**src/rtl/fetch_sequencer_pkg.sv**
```systemverilog
`default_nettype none
// ============================================================================
// Module      : fetch_sequencer_pkg
// Description : Shared CPU constants and types for the fetch sequencer:
//               datapath widths, folded/NOP opcodes and FSM state encoding.
// Revision    : 1.0 - initial release
// ============================================================================
package fetch_sequencer_pkg;

  localparam int c_pc_w    = 8;
  localparam int c_instr_w = 16;
  localparam int c_cnt_w   = 16;

  // Immediate-jump opcode (instr[15:11]) folded away inside FETCH
  localparam logic [4:0]           c_opc_jmpi  = 5'b10011;
  // NOP word; issued like any other instruction
  localparam logic [c_instr_w-1:0] c_instr_nop = 16'h0000;

  typedef enum logic [1:0] {
    ST_IDLE  = 2'd0,
    ST_FETCH = 2'd1,
    ST_ISSUE = 2'd2,
    ST_HALT  = 2'd3
  } state_t;

endpackage
`default_nettype wire

```
**src/rtl/fetch_sequencer_pc_reg.sv**
```systemverilog
`default_nettype none
// ============================================================================
// Module      : pc_reg
// Description : Program counter with synchronous load and wrapping increment.
//               Load takes priority over increment.
// Revision    : 1.0 - initial release
// ============================================================================
module pc_reg
  import fetch_sequencer_pkg::*;
#(
  parameter logic [c_pc_w-1:0] RESET_PC = 8'h00
) (
  input  logic              clk,
  input  logic              rst_n,
  input  logic              load,
  input  logic [c_pc_w-1:0] load_val,
  input  logic              inc,
  output logic [c_pc_w-1:0] pc
);

  logic [c_pc_w-1:0] r_pc;

  // PC update: reset, then load, then natural-width wrapping increment
  always_ff @(posedge clk) begin
    if (!rst_n) begin
      r_pc <= RESET_PC;
    end else if (load) begin
      r_pc <= load_val;
    end else if (inc) begin
      r_pc <= r_pc + {{(c_pc_w-1){1'b0}}, 1'b1};
    end
  end

  assign pc = r_pc;

endmodule
`default_nettype wire

```
**src/rtl/fetch_sequencer.sv**
```systemverilog
`default_nettype none
// ============================================================================
// Module      : fetch_sequencer
// Description : Instruction fetch sequencer. Fetches from a combinational ROM,
//               folds immediate jumps, issues one instruction per handshake,
//               and supports redirect, halt and a saturating issue counter.
// Revision    : 1.0 - initial release
// ============================================================================
module fetch_sequencer
  import fetch_sequencer_pkg::*;
#(
  parameter logic [c_pc_w-1:0] RESET_PC = 8'h00,
  parameter logic [4:0]        JMPI_OP  = c_opc_jmpi
) (
  input  logic                 clk,
  input  logic                 rst_n,
  input  logic                 run,
  output logic [c_pc_w-1:0]    rom_addr,
  input  logic [c_instr_w-1:0] rom_data,
  output logic [c_instr_w-1:0] instr,
  output logic [c_pc_w-1:0]    instr_pc,
  output logic                 instr_valid,
  input  logic                 instr_ready,
  input  logic                 redirect,
  input  logic [c_pc_w-1:0]    redirect_pc,
  input  logic                 halt_req,
  output logic                 halted,
  output logic [c_cnt_w-1:0]   issue_cnt
);

  state_t               r_state;
  logic [c_instr_w-1:0] r_instr;
  logic [c_pc_w-1:0]    r_instr_pc;
  logic                 r_instr_valid;
  logic                 r_halted;
  logic [c_cnt_w-1:0]   r_issue_cnt;

  logic [c_pc_w-1:0]    w_pc;
  logic                 w_pc_load;
  logic [c_pc_w-1:0]    w_pc_load_val;
  logic                 w_pc_inc;
  logic                 w_is_jmpi;
  logic                 w_accept;
  logic [c_cnt_w-1:0]   w_cnt_next;

  assign w_is_jmpi  = (rom_data[15:11] == JMPI_OP);
  assign w_accept   = (r_state == ST_ISSUE) && r_instr_valid && instr_ready;
  assign w_cnt_next = (r_issue_cnt == {c_cnt_w{1'b1}}) ? r_issue_cnt
                                                       : r_issue_cnt + {{(c_cnt_w-1){1'b0}}, 1'b1};

  // PC control: redirect beats jump folding and the post-accept increment
  always_comb begin
    w_pc_load     = 1'b0;
    w_pc_load_val = w_pc;
    w_pc_inc      = 1'b0;
    case (r_state)
      ST_FETCH: begin
        if (redirect) begin
          w_pc_load     = 1'b1;
          w_pc_load_val = redirect_pc;
        end else if (!halt_req && w_is_jmpi) begin
          w_pc_load     = 1'b1;
          w_pc_load_val = rom_data[c_pc_w-1:0];
        end
      end
      ST_ISSUE: begin
        if (redirect) begin
          w_pc_load     = 1'b1;
          w_pc_load_val = redirect_pc;
        end else if (w_accept) begin
          w_pc_inc = 1'b1;
        end
      end
      default: ;
    endcase
  end

  pc_reg #(
    .RESET_PC (RESET_PC)
  ) u_pc_reg (
    .clk      (clk),
    .rst_n    (rst_n),
    .load     (w_pc_load),
    .load_val (w_pc_load_val),
    .inc      (w_pc_inc),
    .pc       (w_pc)
  );

  // Sequencer FSM with registered issue outputs and counter
  always_ff @(posedge clk) begin
    if (!rst_n) begin
      r_state       <= ST_IDLE;
      r_instr       <= '0;
      r_instr_pc    <= '0;
      r_instr_valid <= 1'b0;
      r_halted      <= 1'b0;
      r_issue_cnt   <= '0;
    end else begin
      case (r_state)
        ST_IDLE: begin
          if (halt_req) begin
            r_state  <= ST_HALT;
            r_halted <= 1'b1;
          end else if (run) begin
            r_state <= ST_FETCH;
          end
        end
        ST_FETCH: begin
          if (redirect) begin
            r_state <= ST_FETCH;
          end else if (halt_req) begin
            r_state  <= ST_HALT;
            r_halted <= 1'b1;
          end else if (!w_is_jmpi) begin
            r_instr       <= rom_data;
            r_instr_pc    <= w_pc;
            r_instr_valid <= 1'b1;
            r_state       <= ST_ISSUE;
          end
        end
        ST_ISSUE: begin
          if (redirect) begin
            // A handshake completing alongside the redirect still counts
            if (w_accept) begin
              r_issue_cnt <= w_cnt_next;
            end
            r_instr_valid <= 1'b0;
            r_state       <= ST_FETCH;
          end else if (w_accept) begin
            r_issue_cnt   <= w_cnt_next;
            r_instr_valid <= 1'b0;
            if (halt_req) begin
              r_state  <= ST_HALT;
              r_halted <= 1'b1;
            end else begin
              r_state <= ST_FETCH;
            end
          end
        end
        ST_HALT: begin
          if (run && !halt_req) begin
            r_state  <= ST_FETCH;
            r_halted <= 1'b0;
          end
        end
        default: begin
          r_state       <= ST_IDLE;
          r_instr_valid <= 1'b0;
          r_halted      <= 1'b0;
        end
      endcase
    end
  end

  // Address is forced to the reset PC while reset is held
  assign rom_addr    = rst_n ? w_pc : RESET_PC;
  assign instr       = r_instr;
  assign instr_pc    = r_instr_pc;
  assign instr_valid = r_instr_valid;
  assign halted      = r_halted;
  assign issue_cnt   = r_issue_cnt;

endmodule
`default_nettype wire
```
**config.mk**
```make
export PLATFORM = sky130hd
export DESIGN_NAME = fetch_sequencer
export DESIGN_NICKNAME = d
export VERILOG_FILES = /design/src/rtl/fetch_sequencer_pkg.sv /design/src/rtl/fetch_sequencer_pc_reg.sv /design/src/rtl/fetch_sequencer.sv
export SDC_FILE = /design/constraint.sdc
export NUM_CORES = 1
export LEC_CHECK = 0
export BUFFER_PORTS_ARGS = -buffer_cell sky130_fd_sc_hd__buf_2
export CORE_UTILIZATION = 56
export CTS_CLUSTER_DIAMETER = 40
export CTS_CLUSTER_SIZE = 20
export DETAILED_ROUTE_END_ITERATION = 6
export MAX_ROUTING_LAYER = met4
export PLACE_DENSITY = 0.82
export RECOVER_POWER = 50
export SLEW_MARGIN = 10
export SYNTH_ARGS = -nofsm -noshare
export SYNTH_HDL_FRONTEND = slang
export SYNTH_HIERARCHICAL = 1
export SYNTH_SLANG_ARGS = --single-unit
export TNS_END_PERCENT = 5
```
**constraint.sdc**
```tcl
create_clock -name clk -period 4.9 [get_ports clk]
set_input_delay 0.735 -clock clk [delete_from_list [all_inputs] [get_ports clk]]
set_output_delay 0.735 -clock clk [all_outputs]
set_load 0.1 [all_outputs]
```
==> summary.md, run 1 <==
| Metric | Value |
|---|---|
| Number of library cell types mapped by synthesis | 54 |
| RSZ-0062 raised after global routing | false |
| YS warnings | 6 |
| Total power of the final layout | 1.20 mW |
| Initial DRC Count | 177 |
| Final setup skew | 0.0136 ns |
| Final Routed Wirelength | 6620 um |
| Post-synthesis cell count | 332 |
| # Post-CTS Setup Buffers | 0 |
| Tot GR Track Use | 0.269 |
| Worst hold path class | flip-flop to flip-flop |
| Share of synthesized registers carrying an async set or reset | 0 |
| Worst slack at placement | 2.28 ns |
| Capturing element type of the critical path | flip-flop |
| Die area | 5200 um^2 |
| Net count after synthesis | 369 |
| Number of antenna violations at the first check in global routing | 0 |
| First-pass DRT Iterations | 5 |
| Hold violation count in the final report | 0 |
| IR Drop Worst-Case VDD | 0.301 mV |
| Post-placement cell count | 462 |
| Outcome | finished, final reports clean |
| Count of buffers inserted at the top-level ports | 79 |
| Most used cells in the layout excluding fill and tap cells | sky130_fd_sc_hd__nand2_1, sky130_fd_sc_hd__dfxtp_1, sky130_fd_sc_hd__clkbuf_1 |
| Setup Viol. Count Final | 0 |
| Required time reported for the critical path endpoint | 5.13 ns |
| Effective utilization at floorplan | 0.583 |
| Post-synth top flop | sky130_fd_sc_hd__dfxtp_1 |
| Routed wirelength normalized by instance count | 14.1 um |
| Post-synth EDFFs | 0 |
| Seq cells post-synth | 52 |
| Ratio of total power to cell area | 379 nW/um^2 |
| Max-Cap Viols | 0 |
| Count of nets left with antenna violations after detail routing | 0 |
| Via count of the first global-routing pass | 2497 |
| Total inserted antenna cells | 0 |
| Finished layout cell area | 3180 um^2 |
| Count of cells resized by post-cts repair | 0 |
| Max Root-Sink Buffers | 2 |
| Post-route worst hold slack | 0.462 ns |
| Via density per instance | 5.78 |
| Count of nets after finishing | 439 |
| Worst setup slack after layout | 2.41 ns |
| DIE WIDTH | 72.1 um |
| Leak | 1.16 nW |
| Vertical die dimension | 72.1 um |
| Io pins | 80 |
| Clock tree root driver cell | sky130_fd_sc_hd__clkbuf_8 |
| DPL Wire Length | 4800 um |
| Number of cell rows | 25 |
| Slew HR | 0.206 |
| Number of pins exceeding their max-slew limit in the final report | 0 |
| Mean area per synthesized cell | 8.29 um^2 |
| Share of the core filled with cells | 0.673 |
| Minimum clock period | 2.49 ns |
| Area after detailed placement | 3150 um^2 |
| Number of sinks handled by clock tree synthesis | 52 |
| Vias after detailed routing | 2717 |
| Actual transition at the worst max-transition pin | 1.20 ns |
| Most common cell after layout, fill and taps aside | sky130_fd_sc_hd__nand2_1 |
| CP Max Fanout | 13 |
| Clock latency of the later-clocked register in the worst-skew pair | 0.30 ns |
| Maximum number of pins on one net before global-route repair | 34 |
| Global-route wire length before repair | 11000 um |
| Sequential share of the synthesized area | 0.378 |
| Sum Neg Setup Slack | 0 ns |
| Crit Path Class | flip-flop to flip-flop |
| Total clock buffers created by CTS | 5 |
| Clock slew at the register clock pins of the worst setup and hold paths | 0.09 ns |
| Total congestion overflow | 0 |
| Data arrival time of the critical path | 2.72 ns |
| Htree depth | 2 |
| Type of element launching the critical path | flip-flop |
| Cell area after synthesis | 2750 um^2 |
| Fmax | 0.401 GHz |
| Floorplan core area | 4720 um^2 |
| Final weighted congestion in routability-driven placement | 0.869 |
| Hold_buf cts | 0 |
| Clock tree from TritonCTS | built |
| Non-filler instance count after layout | 470 |
| Post-route DRC violation count | 0 |
| Ratio of cells with drive above 1 in the final layout | 0.122 |
| Area growth from synthesis to layout | 15.4% |
| Final critical-path share of the clock period | 0.508 |
-- critical path, cell delays in order, from the launching register on --
cell and delay (ns):
sky130_fd_sc_hd__dfxtp_1 0.40, sky130_fd_sc_hd__inv_1 0.10, sky130_fd_sc_hd__ha_1 0.32, sky130_fd_sc_hd__o21a_1 0.35, sky130_fd_sc_hd__a21o_1 0.20, sky130_fd_sc_hd__and2_1 0.26, sky130_fd_sc_hd__nand3b_1 0.21, sky130_fd_sc_hd__or4_1 0.49
sky130_fd_sc_hd__nand3_1 0.09
-- final timing paths --
path                    from              to  slack, ns  cells past startpoint
hold reg to reg     instr[8]        instr[8]       0.46                      2
setup / recovery  r_state[0]  u_pc_reg/pc[5]       2.41                      8
hold / removal      instr[8]        instr[8]       0.46                      2
setup reg to reg  r_state[0]  u_pc_reg/pc[5]       2.41                      8
-- Yosys cell counts (2+ instances only) --
cell / number / area, um^2
sky130_fd_sc_hd__dfxtp_1: 52 / 1040
sky130_fd_sc_hd__nor2_1: 8 / 30.0
sky130_fd_sc_hd__a31oi_1: 3 / 18.8
sky130_fd_sc_hd__clkbuf_1: 11 / 41.3
sky130_fd_sc_hd__xor2_1: 2 / 17.5
sky130_fd_sc_hd__and4_1: 2 / 17.5
sky130_fd_sc_hd__nand2b_1: 5 / 31.3
sky130_fd_sc_hd__nand3b_1: 2 / 15.0
sky130_fd_sc_hd__o21a_1: 3 / 22.5
sky130_fd_sc_hd__nor3_1: 3 / 15.0
sky130_fd_sc_hd__nor3b_1: 3 / 22.5
sky130_fd_sc_hd__xnor2_1: 2 / 17.5
sky130_fd_sc_hd__a211oi_1: 4 / 30.0
sky130_fd_sc_hd__nand3_1: 10 / 50.1
sky130_fd_sc_hd__or3_1: 6 / 37.5
sky130_fd_sc_hd__nand4_1: 11 / 68.8
sky130_fd_sc_hd__and3_1: 4 / 25.0
sky130_fd_sc_hd__nor2b_1: 2 / 12.5
sky130_fd_sc_hd__ha_1: 7 / 87.6
sky130_fd_sc_hd__o21ai_0: 15 / 75.1
sky130_fd_sc_hd__and2_1: 13 / 81.3
sky130_fd_sc_hd__a22o_1: 16 / 140
sky130_fd_sc_hd__a21oi_1: 34 / 170
sky130_fd_sc_hd__o31ai_1: 7 / 52.6
sky130_fd_sc_hd__nand2_1: 56 / 210
sky130_fd_sc_hd__buf_6: 2 / 22.5
sky130_fd_sc_hd__buf_2: 3 / 15.0
sky130_fd_sc_hd__buf_4: 2 / 15.0
sky130_fd_sc_hd__or4_1: 7 / 52.6
sky130_fd_sc_hd__mux2i_1: 4 / 40.0
sky130_fd_sc_hd__o211ai_1: 5 / 37.5
sky130_fd_sc_hd__a22oi_1: 2 / 15.0
sky130_fd_sc_hd__inv_1: 5 / 18.8
-- final cells by class --
cell class | count | area [um^2]
timing repair buffer | 82 | 365
fill | 417 | 1550
clock buffer | 6 | 72.6
sequential | 52 | 1040
tap | 67 | 83.8
multi-input combinational | 256 | 1560
clock inverter | 2 | 35.0
inverter | 5 | 18.8
-- per-layer routing --
| layer | track usage | vias up | part of all wire |
|---|---|---|---|
| met3 | 0.0417 | 4 | 0.046 |
| met4 | 0.0632 | 0 | 0.0041 |
| met1 | 0.365 | 1275 | 0.49 |
| li1 | - | 1352 | - |
| met5 | - | - | 0 |
| met2 | 0.422 | 86 | 0.46 |
-- cells by family (layout without fill, tap and decap cells) --
| kind of cell | count (synthesis) | count (layout) | synth area share |
|---|---|---|---|
| AND/OR/NAND/NOR | 143 | 143 | 0.285 |
| AO/OA/AOI/OAI | 98 | 98 | 0.232 |
| flip-flops | 52 | 52 | 0.378 |
| buffers and inverters | 24 | 95 | 0.0464 |
| adder cells (fa/ha/maj) | 7 | 7 | 0.0318 |
| XOR/XNOR | 4 | 4 | 0.0127 |
| multiplexers | 4 | 4 | 0.0145 |
-- power breakdown --
part	internal (mW)	switching, mW
sequential	0.454	0.0381
clock	0.152	0.138
combinational	0.114	0.307
(Power assumes the default switching activity.)
==> run 2, diff against run 1 <==
CORE_UTILIZATION = 52   (was 56)
PLACE_DENSITY = 0.77   (was 0.82)
clock period = 2.52 ns   (was 4.9 ns; I/O delays follow)
==> summary.md, run 2 (synthesis results as in run 1) <==
| Metric | Value |
|---|---|
| Via count of the first global-routing pass | 2354 |
| Clk pwr share | 0.202 |
| CP Max Fanout | 8 |
| Relative contribution of combinational cells to total power | 0.371 |
| Clock slew at the register clock pins of the worst setup and hold paths | 0.09 ns |
| Required time reported for the critical path endpoint | 2.14 ns |
| Count of buffers inserted at the top-level ports | 79 |
| Crit Path Class | flip-flop to primary output |
| Ratio of total power to cell area | 696 nW/um^2 |
| Number of antenna violations at the first check in global routing | 0 |
| Initial DRC Count | 159 |
| Minimum clock period | 2.24 ns |
| Tot GR Track Use | 0.261 |
| DIE WIDTH | 74.8 um |
| Maximum number of pins on one net before global-route repair | 23 |
| Ratio of cells with drive above 1 in the final layout | 0.121 |
| Switching power share of the total | 0.417 |
| Routed wirelength normalized by instance count | 14.3 um |
| Most common cell after layout, fill and taps aside | sky130_fd_sc_hd__nand2_1 |
| Worst hold path class | input pin to flip-flop |
| Slew HR | 0.213 |
| # Post-CTS Setup Buffers | 0 |
| RSZ-0062 raised after global routing | false |
| IR Drop Worst-Case VDD | 0.512 mV |
| Cell internal pwr | 1.30 mW |
| Total clock buffers created by CTS | 5 |
| Vias after detailed routing | 2685 |
| Floorplan core area | 5110 um^2 |
| Count of cells resized by post-cts repair | 0 |
| Critical-path cell list | and2_1 > clkbuf_1 |
| Setup Viol. Count Final | 0 |
| First-pass DRT Iterations | 6 |
| Io pins | 80 |
| Switching power total | 0.932 mW |
| Type of element launching the critical path | flip-flop |
| Data arrival time of the critical path | 1.86 ns |
| Total congestion overflow | 0 |
| Critical-path top delay cell | sky130_fd_sc_hd__clkbuf_1 |
| Count of nets left with antenna violations after detail routing | 0 |
| Final weighted congestion in routability-driven placement | 0.878 |
| Area after detailed placement | 3190 um^2 |
| Final critical-path share of the clock period | 0.888 |
| Sum Neg Setup Slack | 0 ns |
| Vertical die dimension | 74.8 um |
| Number of cell rows | 26 |
| Global-route wire length before repair | 10900 um |
| Flop pwr share | 0.427 |
| Count of nets after finishing | 443 |
| Area growth from synthesis to layout | 16.6% |
| CP max stage delay | 0.86 ns |
| DPL Wire Length | 5040 um |
| Outcome | finished, final reports clean |
| Leak | 1.14 nW |
| Htree depth | 2 |
| Number of sinks handled by clock tree synthesis | 52 |
| Via density per instance | 5.64 |
| Final setup skew | 0.0108 ns |
| Max Root-Sink Buffers | 2 |
| Hold_buf cts | 0 |
| Most used cells in the layout excluding fill and tap cells | sky130_fd_sc_hd__nand2_1, sky130_fd_sc_hd__dfxtp_1, sky130_fd_sc_hd__clkbuf_1 |
| Fmax | 0.447 GHz |
| Effective utilization at floorplan | 0.539 |
| Final Routed Wirelength | 6810 um |
| Actual transition at the worst max-transition pin | 1.19 ns |
| Clock latency of the later-clocked register in the worst-skew pair | 0.31 ns |
| Total inserted antenna cells | 0 |
| Number of pins exceeding their max-slew limit in the final report | 0 |
| Finished layout cell area | 3210 um^2 |
| Die area | 5590 um^2 |
| Hold violation count in the final report | 0 |
| Post-route DRC violation count | 0 |
| Clock tree from TritonCTS | built |
| Max-Cap Viols | 0 |
| Capturing element type of the critical path | primary output |
| Clock tree root driver cell | sky130_fd_sc_hd__clkbuf_8 |
run 2: metrics by stage:
step            util  hold WS [ns]  power [mW]  setup slack [ns]  cells
2_1_floorplan      -         0.469        1.63            0.0754    332
3_3_place_gp   0.625         0.439        1.79             0.388    469
3_5_place_dp   0.625         0.445        1.81             0.312    469
4_1_cts        0.640         0.297        2.26             0.298    476
5_1_grt        0.628         0.315        2.34             0.165    476
6_report       0.628         0.305        2.23             0.282    476
run 2: layer usage:
layer,up-vias,share of wire,global-route usage
li1,1368,-,-
met1,1221,0.47,0.344
met2,88,0.46,0.398
met3,8,0.058,0.0522
met4,0,0.013,0.0860
met5,-,0,-
run 2: worst paths after layout:
| path | startpoint | end | slack (ns) | cells after the start |
|---|---|---|---|---|
| max | u_pc_reg/pc[2] | rom_addr[2] | 0.28 | 2 |
| min reg2reg | instr[1] | instr[1] | 0.46 | 2 |
| max reg2reg | r_state[0] | u_pc_reg/pc[5] | 0.29 | 8 |
| min | rom_data[10] | instr[10] | 0.31 | 3 |
run 2: cell type report:
type	count	area [um^2]
Sequential cell	52	1040
Clock inverter	1	5.00
Clock buffer	6	72.6
Multi-Input combinational cell	256	1580
Fill cell	493	1900
Tap cell	70	87.6
Inverter	5	18.8
Timing Repair Buffer	86	400
run 2: worst max-delay path: cells and delay by family (launching register included):
kind | cells | cell delay [ns]
DFF | 1 | 0.52
and+or+nand+nor | 1 | 0.18
buffers and inverters | 1 | 0.86
run 2: power by group through the flow:
stage                     clock (mW)  sequential [mW]  combinational, mW
final                          0.451            0.954              0.829
after global placement             0            0.969              0.819
after CTS                      0.466            0.952              0.838
after global routing           0.492            0.965              0.888
after detailed placement           0            0.970              0.835
after floorplan                    0             1.17              0.461
